--- src/rtl/block_ram_arbiter.sv ---
// block_ram_arbiter: clears a shared single-port block RAM after reset, then round-robin arbitrates two requesters onto it
module block_ram_arbiter #(
  parameter int DATA_WIDTH  = 32,
  parameter int INDEX_WIDTH = 8
) (
  input  logic                             clk,
  input  logic                             rst,
  input  logic [1:0]                       reqValid,
  input  logic [1:0]                       reqWrite,
  input  logic [1:0][INDEX_WIDTH-1:0]      reqIndex,
  input  logic [1:0][DATA_WIDTH-1:0]       reqWriteValue,
  output logic [1:0]                       reqReady,
  output logic [1:0]                       respValid,
  output logic [DATA_WIDTH-1:0]            respValue,
  output logic                             initDone,
  output logic [INDEX_WIDTH-1:0]           ramIndex,
  output logic [DATA_WIDTH-1:0]            ramWriteValue,
  output logic                             ramWriteEnable,
  input  logic [DATA_WIDTH-1:0]            ramReadValue
);
  typedef enum logic {CLEAR, RUN} state_t;
  state_t                 state;
  logic [INDEX_WIDTH-1:0] clear_index;
  logic [INDEX_WIDTH-1:0] last_index;
  logic                   rr_ptr;
  logic                   done_q;
  logic [1:0]             resp_q;
  logic                   gid;
  logic                   grant;
  always_comb begin
    gid            = &reqValid ? rr_ptr : reqValid[1];
    grant          = !rst && state == RUN && |reqValid;
    reqReady       = grant ? (gid ? 2'b10 : 2'b01) : 2'b00;
    ramWriteEnable = !rst && (state == CLEAR || (grant && reqWrite[gid]));
    ramIndex       = state == CLEAR ? clear_index : grant ? reqIndex[gid] : last_index;
    ramWriteValue  = state == CLEAR ? '0 : reqWriteValue[gid];
  end
  // outputs are forced low for the whole reset cycle, not just after the edge
  assign respValid = rst ? 2'b00 : resp_q;
  assign respValue = ramReadValue;
  assign initDone  = !rst && done_q;
  always_ff @(posedge clk) begin
    if (rst) begin
      state       <= CLEAR;
      clear_index <= '0;
      last_index  <= '0;
      rr_ptr      <= 1'b0;
      done_q      <= 1'b0;
      resp_q      <= 2'b00;
    end else begin
      last_index <= ramIndex;
      resp_q     <= (grant && !reqWrite[gid]) ? reqReady : 2'b00;
      if (grant) rr_ptr <= !gid;
      if (state == CLEAR) begin
        clear_index <= clear_index + 1'b1;
        if (&clear_index) begin
          state  <= RUN;
          done_q <= 1'b1;
        end
      end
    end
  end
endmodule

--- config.mk ---
export PLATFORM = sky130hd
export DESIGN_NAME = block_ram_arbiter
export DESIGN_NICKNAME = d
export VERILOG_FILES = /design/src/rtl/block_ram_arbiter.sv
export SDC_FILE = /design/constraint.sdc
export NUM_CORES = 1
export LEC_CHECK = 0
export ABC_AREA = 0
export ABC_CLOCK_PERIOD_IN_PS = 4010
export CORE_ASPECT_RATIO = 0.8
export CORE_MARGIN = 2
export CORE_UTILIZATION = 33
export DETAILED_ROUTE_END_ITERATION = 6
export PLACE_DENSITY = 0.95
export SYNTH_ARGS = -nofsm -noshare
export SYNTH_HDL_FRONTEND = slang
export SYNTH_SLANG_ARGS = --single-unit
--- constraint.sdc ---
create_clock -name clk -period 4.01 [get_ports clk]
set_clock_uncertainty 0.2 [all_clocks]
set_input_delay 0.802 -clock clk [delete_from_list [all_inputs] [get_ports clk]]
set_output_delay 0.802 -clock clk [all_outputs]
set_load 0.02 [all_outputs]
# Word level (Yosys, flattened, before mapping)
# Index checks and enable logic that the tools add are counted.
# W data, S select, Z words.
# classes
shifts	0
n_reduce_logical	15
bitwise_logic	2
n_lt_le_gt_ge	1
eq_ne	0
n_mul	0
n_div	0
n_addsub	1
muxes	15
# ops
cell	count
$mux W32	3
$mux W8	4
$reduce_and A9 Y1	1
$add A8 B1 Y8 const B	1
$reduce_and A8 Y1	1
$logic_and A1 B1 Y1	6
$mux W2	3
$mux W1	5
$reduce_or A2 Y1	2
$logic_not A1 Y1	3
$lt A1 B2 Y1 const B	1
$not A1 Y1	2
$reduce_and A2 Y1	1
$logic_or A1 B1 Y1	1
# totals
memories	0
word_cells	40
ff_bits	21
out_inout_bits	78
romBits	0
latchBits	0
ramBits	0

# Logic depth before layout (Yosys ltp)
# depth
word_depth	8
mapped_depth	5

# Worst setup path before layout
# Ideal clock, no wire load.
# synth_path
path_kind	input port to output port
start	input rst
end	output ramIndex[0]
arrival_ns	1.721
path_slack_ns	1.287
t_required_ns	3.008
path_stages	4
cell_sequence	buf_2 > o21bai_1 > a21oi_1 > o22ai_1
# synth_via
elab_chain_cells	5
# synth_lines
element	line_no	source
start: declaration	7	input logic rst,
$logic_not A1 Y1	32	grant = !rst && state == RUN && |reqValid;
$logic_and A1 B1 Y1 (2 in a row)	32	
$mux W8 (2 in a row)	35	ramIndex = state == CLEAR ? clear_index : grant ? reqIndex[gid] : last_index;
end: declaration	16	output logic [INDEX_WIDTH-1:0] ramIndex,
# No other way between the ends.

# Worst setup path in the final report
# layout_path
start	input reqValid[0]
end	output ramWriteValue[17]
# layout_via
elab_chain_cells	5
# layout_lines
element	line_no	source
start: declaration	8	input logic [1:0] reqValid,
$reduce_and A2 Y1	31	gid = &reqValid ? rr_ptr : reqValid[1];
$mux W1	31	
$mux W32 (implied by the code) (2 in a row)	36	ramWriteValue = state == CLEAR ? '0 : reqWriteValue[gid];
$mux W32	36	
end: declaration	17	output logic [DATA_WIDTH-1:0] ramWriteValue,
# No other way between the ends. The select of a mux whose other input is x is not followed.

==> reports/metrics.cfg <==
[outcome]
status=finished, final reports clean

[global_route]
grt_pass1_wl_um=11300
grt_pass1_vias=2269
gr-total-overflow=0
grt_use_total=0.203
grt_start_max_net_pins=40
antenna_found_initial=0

[critical_path]
crit_top_cell=clkdlybuf4s50_1
crit_chain=clkdlybuf4s50_1 > nand2b_2 > buf_4 > nand3_1 > a21oi_1 > clkdlybuf4s50_1
path_buf_inv=3
cp.arrival_ns=2.71
start_kind=input port
r2r_start=state
cp-startpoint=reqValid[0]
reg2reg_to=clear_index[7]
timing.critical_path.to=ramWriteValue[17]
worst_path_max_delay_cell=clkdlybuf4s50_1
cp.depth=6
cp-end-kind=primary output
criticalPathCategory=in2out
cp.required_ns=3.01
ff2ff_setup_slack_ns=2.33
path_max_fanout=25
slowest_delay_ns=0.63
r2r_cells=4
cp_top_family=buffers and inverters

[timing]
slew_headroom=0.615
tightest_slew_ns=0.577
holdWs_ns=0.353
finalSetupTns_ns=0
fin_crit_sh=0.926
hold_viol=0
rsz0062_at_grt=no
fin_crit_ns=3.72
setup_viol=0
slew_viol_final=0
fmax_mhz=269

[cells_and_area]
nFillCells=549
multi_input_area_mm2=0.00120
regArea_um2=420
synthToLayoutAreaGrowth_pct=56.8
finish.instance_area_mm2=0.00319
nNetsFinal=495
fin_cells=456
drive_gt1_frac=0.0587
diodes=0
fin_util=0.537

[pwr]
ir_drop_v=0.000117
power_density_mw_per_mm2=169
leakagePower_nw=1.10

[synth]
syn_avg_cell_area_um2=6.98
synth_cells=292
synthDominantCellAreaShare=0.206
ys_seq_area_frac=0.206
ys_ff_latch=21
async_reset_ff_frac=0
yosys.cell_count.top_type=nand3_1
yosysUniqueCellTypes=42
synth_edf_count=0
synth_warnings=0
synth_top_cell_by_area=dfxtp_1
synthTopCellsByArea=dfxtp_1 21%, buf_4 14%, nand3_1 11%, a21oi_1 9.8%, o21ai_0 8.1%
syn-num-nets=411
synth_area_mm2=0.00204
synth_commonest_cells=44 x nand3_1, 40 x a21oi_1, 39 x buf_4, 33 x o21ai_0, 21 x dfxtp_1
ys.flop_type=dfxtp_1

[placed_design]
place_area_mm2=0.00315
gp_congestion=0.779
io_buffers=131
placed_cells=452
dpl.hpwl_um=5600

[detailed_routing]
viasPerCell=5.49
wire_per_inst_um=16.5
antenna_left=0
detail_route.iter0.violations=204
route.detailed.drc=0
wl_um=7510
drt_pre_antenna_iters=4
vias=2505

[clock_tree]
cts.reportedPaths.clkPinSlew_ns=0.08
htreeDepth=1
cts_buffers=3
cts-resized-gates=0
cts_tree=done
cts_buffer_depth=2
root_buffer=clkbuf_8
hold_buffers=0
postCtsSetupBuffers=0
numClockSinks=21
clkLatencyLatePin_ns=0.26

[floorplan]
start_util=0.343
die_w_um=91.8
core_area_mm2=0.00594
rows=25
num_io_pins=196
dieArea_mm2=0.00682
die_y_um=74.3

[min_path]
min_path_type=reg2reg

[job]
max-cap-violations=0

[cells in the final DEF, fill, tap and decap left out, drive strengths merged, types with 2 or more instances in the layout]
cell type        n
clkdlybuf4s50  130
nand3           44
a21oi           40
o21ai           38
dfxtp           21
a31oi           13
nor2b           12
buf             12
o21a             6
nand4            6
o2111ai          6
nor2             6
or3              5
nand2            4
clkbuf           4
inv              3
a32oi            3
xor2             3
o21bai           2
o311ai           2
nand4b           2
[cells by family after synthesis]
| kind of cell | share of synthesized area |
|---|---|
| muxes | 0.00491 |
| and+or+nand+nor | 0.235 |
| adders and majority gates | 0.00614 |
| AOI/OAI and AO/OA | 0.325 |
| xor gates and xnor gates | 0.0172 |
| buffers and inverters | 0.205 |
| DFF | 0.206 |
[sequential cells by signal, summed over array words and instances, names as in the netlist]
signal,count
clear_index,8
state,1
last_index,8
done_q,1
resp_q,2
rr_ptr,1
[how the worst min path moves through the flow]
stage	start	end	depth (start not counted)
4_1_cts	last_index[0]	last_index[0]	2
3_5_place_dp	last_index[0]	last_index[0]	2
6_report	last_index[0]	last_index[0]	2
5_1_grt	clear_index[7]	clear_index[7]	2
2_1_floorplan	last_index[0]	last_index[0]	2
3_3_place_gp	last_index[0]	last_index[0]	2
[area by class of cell]
class	instances	area share
multi-input combinational	205	0.376
tap	81	0.0317
clock buffer	4	0.0141
timing repair buffer	142	0.443
sequential	21	0.132
inverter	3	0.00353
[metrics by stage]
stage	total power, mW	setup slack [ns]
after detailed placement	0.402	0.307
after floorplan	0.338	1.29
after global routing	0.565	0.180
final	0.540	0.295
after global placement	0.397	0.382
after CTS	0.541	0.286
[metal layers]
| layer | track usage | wire, µm | vias up |
|---|---|---|---|
| li1 | - | - | 1202 |
| met1 | 0.276 | 3290 | 1166 |
| met2 | 0.333 | 3510 | 135 |
| met3 | 0.0557 | 675 | 2 |
| met4 | 0.0299 | 35 | 0 |
| met5 | 0 | 0 | - |
[power by group]
part	internal [mW]	switching [mW]
clock	0.0707	0.0703
sequential	0.213	0.00596
combinational	0.106	0.0737
[tightest hold or removal path, cell delays in order, from the launching register on]
cell and delay (ns):
dfxtp_1 0.32, a21oi_1 0.07, a21oi_1 0.12
No activity file was read; power rests on OpenSTA's default activity.
